$ cat src/rtl/plus_k_iter_if.sv
// Operand/result handshake bundle for plus_k_iter.
// The master side offers operands and consumes results; the slave side is the block.
interface plus_k_iter_if #(
    parameter int W  = 3,
    parameter int RW = 4
);
    logic          in_valid;
    logic          in_ready;
    logic [W-1:0]  in_data;
    logic [RW-1:0] in_reps;
    logic          out_valid;
    logic          out_ready;
    logic [W-1:0]  out_data;
    logic          out_ovf;
    logic          busy;

    modport master (
        output in_valid, in_data, in_reps, out_ready,
        input  in_ready, out_valid, out_data, out_ovf, busy
    );

    modport slave (
        input  in_valid, in_data, in_reps, out_ready,
        output in_ready, out_valid, out_data, out_ovf, busy
    );
endinterface

$ cat src/rtl/plus_k_iter.sv
// Iterative "add K, N times" unit with wrap or saturate overflow handling.
// One addition per clock in BUSY; the result is held in DONE until the consumer takes it.
module plus_k_iter #(
    parameter int              W   = 3,
    parameter longint unsigned K   = 3,
    parameter int              RW  = 4,
    parameter bit              SAT = 1'b0
) (
    input logic          clk,
    input logic          rst,
    plus_k_iter_if.slave bus
);
    localparam longint unsigned MAXV = (longint'(1) << W) - 1;

    generate
        if (W < 2 || W > 32 || K > MAXV) begin : g_bad_param
            $error("plus_k_iter: W must be 2..32 and K must fit in W bits");
        end
    endgenerate

    localparam logic [W:0]   K_EXT = (W+1)'(K);
    localparam logic [W-1:0] ALL1  = '1;

    typedef enum logic [1:0] {IDLE, BUSY, DONE} state_t;

    state_t        state, state_nxt;
    logic [W-1:0]  acc, acc_nxt;
    logic [RW-1:0] cnt, cnt_nxt;
    logic          ovf, ovf_nxt;
    logic [W:0]    sum;

    // Carry-out of the widened sum is the overflow flag for this iteration.
    function automatic logic [W-1:0] sat_step(input logic [W:0] s);
        if (s[W] && SAT)
            return ALL1;
        return s[W-1:0];
    endfunction

    assign sum = {1'b0, acc} + K_EXT;

    always_ff @(posedge clk or posedge rst) begin
        if (rst)
            state <= IDLE;
        else
            state <= state_nxt;
    end

    always_ff @(posedge clk or posedge rst) begin
        if (rst) begin
            acc <= '0;
            cnt <= '0;
            ovf <= 1'b0;
        end else begin
            acc <= acc_nxt;
            cnt <= cnt_nxt;
            ovf <= ovf_nxt;
        end
    end

    always_comb begin
        state_nxt = state;
        acc_nxt   = acc;
        cnt_nxt   = cnt;
        ovf_nxt   = ovf;
        case (state)
            IDLE: begin
                if (bus.in_valid) begin
                    acc_nxt   = bus.in_data;
                    cnt_nxt   = bus.in_reps;
                    ovf_nxt   = 1'b0;
                    state_nxt = (bus.in_reps == '0) ? DONE : BUSY;
                end
            end
            BUSY: begin
                acc_nxt = sat_step(sum);
                cnt_nxt = cnt - RW'(1);
                if (sum[W])
                    ovf_nxt = 1'b1;
                if (cnt == RW'(1))
                    state_nxt = DONE;
            end
            DONE: begin
                if (bus.out_ready)
                    state_nxt = IDLE;
            end
            default: state_nxt = IDLE;
        endcase
    end

    // Handshake outputs decode the state only; data outputs expose the registers directly.
    assign bus.in_ready  = (state == IDLE);
    assign bus.out_valid = (state == DONE);
    assign bus.busy      = (state != IDLE);
    assign bus.out_data  = acc;
    assign bus.out_ovf   = ovf;
endmodule

$ cat src/flat_wrapper.sv
// flat-port wrapper written by rule: the top's interface ports become plain ports
module plus_k_iter_flat 
#(
    parameter int              W   = 3,
    parameter longint unsigned K   = 3,
    parameter int              RW  = 4,
    parameter bit              SAT = 1'b0
)
  (clk, rst, bus_in_valid, bus_in_data, bus_in_reps, bus_out_ready, bus_in_ready, bus_out_valid, bus_out_data, bus_out_ovf, bus_busy);
  plus_k_iter_if #(.W(W), .RW(RW)) bus_i ();
  input logic clk;
  input logic rst;
  input wire logic [$bits(bus_i.in_valid)-1:0] bus_in_valid;
  input wire logic [$bits(bus_i.in_data)-1:0] bus_in_data;
  input wire logic [$bits(bus_i.in_reps)-1:0] bus_in_reps;
  input wire logic [$bits(bus_i.out_ready)-1:0] bus_out_ready;
  output wire logic [$bits(bus_i.in_ready)-1:0] bus_in_ready;
  output wire logic [$bits(bus_i.out_valid)-1:0] bus_out_valid;
  output wire logic [$bits(bus_i.out_data)-1:0] bus_out_data;
  output wire logic [$bits(bus_i.out_ovf)-1:0] bus_out_ovf;
  output wire logic [$bits(bus_i.busy)-1:0] bus_busy;
  assign bus_i.in_valid = bus_in_valid;
  assign bus_i.in_data = bus_in_data;
  assign bus_i.in_reps = bus_in_reps;
  assign bus_i.out_ready = bus_out_ready;
  assign bus_in_ready = bus_i.in_ready;
  assign bus_out_valid = bus_i.out_valid;
  assign bus_out_data = bus_i.out_data;
  assign bus_out_ovf = bus_i.out_ovf;
  assign bus_busy = bus_i.busy;
  plus_k_iter #(.W(W), .K(K), .RW(RW), .SAT(SAT)) u_core (.clk(clk), .rst(rst), .bus(bus_i));
endmodule
$ cat config.mk
export PLATFORM = sky130hd
export DESIGN_NAME = plus_k_iter_flat
export DESIGN_NICKNAME = d
export VERILOG_FILES = /design/src/rtl/plus_k_iter_if.sv /design/src/rtl/plus_k_iter.sv /design/src/flat_wrapper.sv
export SDC_FILE = /design/constraint.sdc
export NUM_CORES = 1
export LEC_CHECK = 0
export ABC_AREA = 0
export BUFFER_PORTS_ARGS = -buffer_cell sky130_fd_sc_hd__buf_4
export CAP_MARGIN = 15
export CORE_MARGIN = 3
export CORE_UTILIZATION = 30
export CTS_CLUSTER_DIAMETER = 30
export CTS_CLUSTER_SIZE = 12
export DETAILED_ROUTE_END_ITERATION = 8
export HOLD_SLACK_MARGIN = 0.08
export PLACE_DENSITY_LB_ADDON = 0.08
export SLEW_MARGIN = 0
export SYNTH_ARGS = -nofsm -noshare
export SYNTH_HDL_FRONTEND = slang
export SYNTH_SLANG_ARGS = --single-unit
$ cat constraint.sdc
create_clock -name clk -period 3.35 [get_ports clk]
set_input_delay 0.67 -clock clk [delete_from_list [all_inputs] [get_ports clk]]
set_output_delay 0.67 -clock clk [all_outputs]
set_load 0.05 [all_outputs]
Word-level counts from Yosys, hierarchy flattened

Cells that the tools add are included.

Add/subtract/negate cells: 2
Equality and inequality tests: 7
Multiplexer cells: 12
Reductions and logical operators: 7

Operators with widths:

| operator                                               | count |
|---|---|
| two-way mux 2 bit                                      | 4 |
| case mux 4 bit (2 select lines)                        | 1 |
| case mux 2 bit (3 select lines)                        | 1 |
| case mux 3 bit (2 select lines)                        | 1 |
| AND reduction 3 bit                                    | 2 |
| adder 3 x 2 -> 4 bit (second input constant)           | 1 |
| == test 4 x 1 -> 1 bit (second input constant)         | 1 |
| logical NOT 4 bit                                      | 1 |
| two-way mux 4 bit                                      | 1 |
| inequality test 2 x 1 -> 1 bit (second input constant) | 2 |
| inequality test 2 bit (second input constant)          | 2 |
| nonzero test 2 bit                                     | 2 |
| subtractor 4 x 1 -> 4 bit (second input constant)      | 1 |
| two-way mux 3 bit                                      | 1 |
| == test 2 x 1 -> 1 bit (second input constant)         | 1 |
| == test 2 bit (second input constant)                  | 1 |
| logical NOT 2 bit                                      | 1 |
| two-way mux 1 bit                                      | 2 |
| case mux 1 bit (2 select lines)                        | 1 |
| AND reduction 2 bit                                    | 1 |

Bits in registers: 10
Input port bits: 11
Output and inout port bits: 7

Depth between registers and ports, before layout

Depth in word-level cells: 4
Depth in mapped cells: 5

Least setup slack after synthesis

Ideal clock, no wire load.

Path type: reg-to-output
Start: register u_core.state[1]
End: output port bus_busy
Arrival time: 1.438 ns
Data required time: 2.680 ns
Path slack: 1.242 ns
Cell stages (with the launch flop): 4
Buffers on the path: 1
Path through: dfrtp_1 -> buf_2 -> nor2_2 -> inv_1

Longest elaborated chain between the ends: 1

RTL lines:

| item                   | RTL line           | source |
|---|---|---|
| from (decl)            | plus_k_iter.sv:26  | `state_t state, state_nxt;` |
| from (signal assigned) | plus_k_iter.sv:45  | `state <= state_nxt;` |
| nonzero test 2 bit     | plus_k_iter.sv:93  | `assign bus.busy = (state != IDLE);` |
| to (decl)              | flat_wrapper.sv:21 | `output wire logic [$bits(bus_i.busy)-1:0] bus_busy;` |

No other way between the ends.

Final worst setup path

Start: register u_core.state[0]
End: output port bus_out_valid

Longest elaborated chain between the ends: 1

RTL lines:

| item          | RTL line           | source |
|---|---|---|
| == test 2 bit | plus_k_iter.sv:92  | `assign bus.out_valid = (state == DONE);` |
| to (decl)     | flat_wrapper.sv:18 | `output wire logic [$bits(bus_i.out_valid)-1:0] bus_out_valid;` |

No other way between the ends.

==> summary.md <==
| Metric | Value |
|---|---|
| Root Buffer | `clkbuf_4` |
| Number of cells on the worst reg-to-reg path | `3` |
| Final period utilization | `64.4%` |
| Seq/Total Area, Yosys | `39.5%` |
| Worst slew pin tran | `657 ps` |
| Vias in the first global route | `539` |
| DP Wirelength | `1.11 mm` |
| Total track usage | `12.5%` |
| WL met1 | `691 um` |
| Top sig layer | `met4` |
| Final setup fails | `0` |
| Yosys top cell by area | `dfrtp_1` |
| Most common flop cell mapped by yosys | `dfrtp_1` |
| CP endpoint | `bus_out_valid` |
| Syn nets | `82` |
| Die area | `2700 um^2` |
| Initial core utilization | `34.1%` |
| CTS tree | `yes` |
| Crit path required time | `2680 ps` |
| Mapped Area | `633 um^2` |
| Fin area | `802 um^2` |
| Post-CTS sizing | `0` |
| Clock transition at path regs | `70 ps` |
| RD Place Congestion | `0.746` |
| Max Cap Viol | `0` |
| Largest net degree at the start of global routing | `24` |
| DR pass1 iterations | `4` |
| Core area | `1860 um^2` |
| Ys async rst share | `100%` |
| CTS H-Tree Depth | `1` |
| Post-CTS Setup Bufs | `0` |
| Synthesized area per cell | `9.31 um^2` |
| RSZ-0062 raised after global routing | `false` |
| Crit-path max FO | `23` |
| Final worst slack | `1190 ps` |
| Ports | `18` |
| Synthesis Warnings | `0` |
| Die height | `51.9 um` |
| Critical setup path kind | `reg2out` |
| Max-slew violations | `0` |
| CTS Buffer Depth | `2` |
| Crit start category | `flip-flop` |
| Synth Instances | `68` |
| Ratio of cells with drive above 1 in the final layout | `29.4%` |
| Critical Path AT | `1490 ps` |
| Final wirelength | `1.45 mm` |
| Power per cell area | `1010 nW/um^2` |
| Total Power | `0.809 mW` |
| Clock Sinks | `10` |
| Area after DPL | `766 um^2` |
| Final Non-Filler Cells | `110` |
| Grt ovf | `0` |
| Synth top area cells | `dfrtp_1 40%, o22a_1 8.3%, nor3b_1 7.1%` |
| Clock Skew | `7.06 ps` |
| Num CTS Buffers | `3` |
| Post-layout util | `43.2%` |
| DRT iter0 DRCs | `8` |
| Cts hold-fix bufs | `0` |
| Crit path launch | `u_core.state[0]$_DFFE_PP0P_` |
| DRC | `0` |
| Via count | `556` |
| Period minus WS final | `2160 ps` |
| Met3 WL post-DR | `78 um` |
| Status | `finished, final reports clean` |
| Die span in x | `51.9 um` |
| Share of the synthesized area in the top cell type | `39.5%` |
| DR WL met2 | `656 um` |
| Cell count after placement | `106` |
| Via density | `5.05` |
| Hold Path Class | `in2async` |
| NumNets Final | `100` |
| First-pass GRT wire length | `2.44 mm` |
| Number of flops mapped to enable cells by yosys | `0` |
| Critical R2R Capture | `u_core.cnt[3]$_DFFE_PP0P_` |
| Yosys reg bits | `10` |
| Max-slew headroom | `56.2%` |
| Fmax | `464 MHz` |
| Hold Slack | `379 ps` |
| FF-to-FF Start | `u_core.state[0]$_DFFE_PP0P_` |
| Clk_lat worst skew | `270 ps` |
| Peak VDD IR | `0.629 mV` |
| # diodes | `0` |
| CP endpoint kind | `primary output` |
| Lkg Pwr | `0.360 nW` |
| Synth-to-layout area growth | `26.7%` |
| Worst slack, placed | `1480 ps` |
| Drt wl/cell | `13.2 um` |
| R2r setup slk | `1840 ps` |
| Sum Neg Setup Slack | `0 ps` |
| Site row count | `15` |
| Antenna viol nets, final | `0` |
| Hold Vio Cnt, Final | `0` |
| Port bufs | `17` |
| Initial antenna violation count | `0` |
| Post-synthesis cell type count | `26` |
## sequential cells by signal (all words and copies together) (netlist names)
signal	flops
u_core.bus.out_data	3
u_core.cnt	4
u_core.bus.out_ovf	1
u_core.state	2
## routing by layer
metal / GRT usage, % / up-vias
li1: - / 279
met1: 15.8 / 261
met2: 19.0 / 12
met3: 5.44 / 4
met4: 3.93 / 0
met5: 0 / -
## synth_stat cells, types with 2 or more instances
master	count
nand2b_1	2
ha_1	3
nor3b_1	6
nand2_1	2
buf_2	2
a31oi_1	3
nor2_1	3
inv_1	8
nand3_1	3
a21oi_1	6
o22a_1	6
dfrtp_1	10
## logic make-up after synthesis
logic type | share of synthesized area [%]
compound gates | 23.5
flops | 39.5
buf+inv | 8.89
simple gates | 22.1
fa+ha+maj | 5.93
## worst min-delay path by stage
stage / cells past startpoint / slack (ps) / endpoint / start
floorplan: 1 / 500 / u_core.cnt[1]$_DFFE_PP0P_ / u_core.cnt[1]$_DFFE_PP0P_
global placement: 1 / 490 / u_core.bus.out_ovf$_DFFE_PP0P_ / u_core.bus.out_ovf$_DFFE_PP0P_
detailed placement: 1 / 490 / u_core.bus.out_ovf$_DFFE_PP0P_ / u_core.bus.out_ovf$_DFFE_PP0P_
CTS: 2 / 390 / u_core.bus.out_ovf$_DFFE_PP0P_ / rst
global route: 2 / 380 / u_core.bus.out_ovf$_DFFE_PP0P_ / rst
finish: 2 / 380 / u_core.bus.out_ovf$_DFFE_PP0P_ / rst
## cell type report
type | count | area [um^2]
inverters | 8 | 30.0
multi-input cells | 46 | 327
repair buffers | 17 | 128
flip-flops and latches | 10 | 250
clock buffers | 4 | 36.3
fillers | 191 | 1060
well taps | 25 | 31.3
## placed cells by master, fill, tap and decap left out, types with 2 or more instances in the layout
| cell | synthesis | layout |
|---|---|---|
| dfrtp_1 | 10 | 10 |
| nand2_1 | 2 | 2 |
| a21oi_1 | 6 | 6 |
| nor3b_1 | 6 | 6 |
| inv_1 | 8 | 8 |
| nor2_1 | 3 | 3 |
| a31oi_1 | 3 | 3 |
| clkbuf_4 | 0 | 3 |
| ha_1 | 3 | 3 |
| nand3_1 | 3 | 3 |
| o22a_1 | 6 | 6 |
| nand2b_1 | 2 | 2 |
| buf_4 | 0 | 17 |
## where the power goes
part | leakage, nW | internal (mW) | switching [mW]
sequential | 0.113 | 0.178 | 0.0821
clock | 0.0210 | 0.0661 | 0.0451
combinational | 0.226 | 0.187 | 0.251
total | 0.360 | 0.431 | 0.379
## worst max-delay path, cell delays in order (launching register included)
cell and delay [ps]:
dfrtp_1 760, and2b_1 270, buf_4 190
No activity file was read; power rests on OpenSTA's default activity.
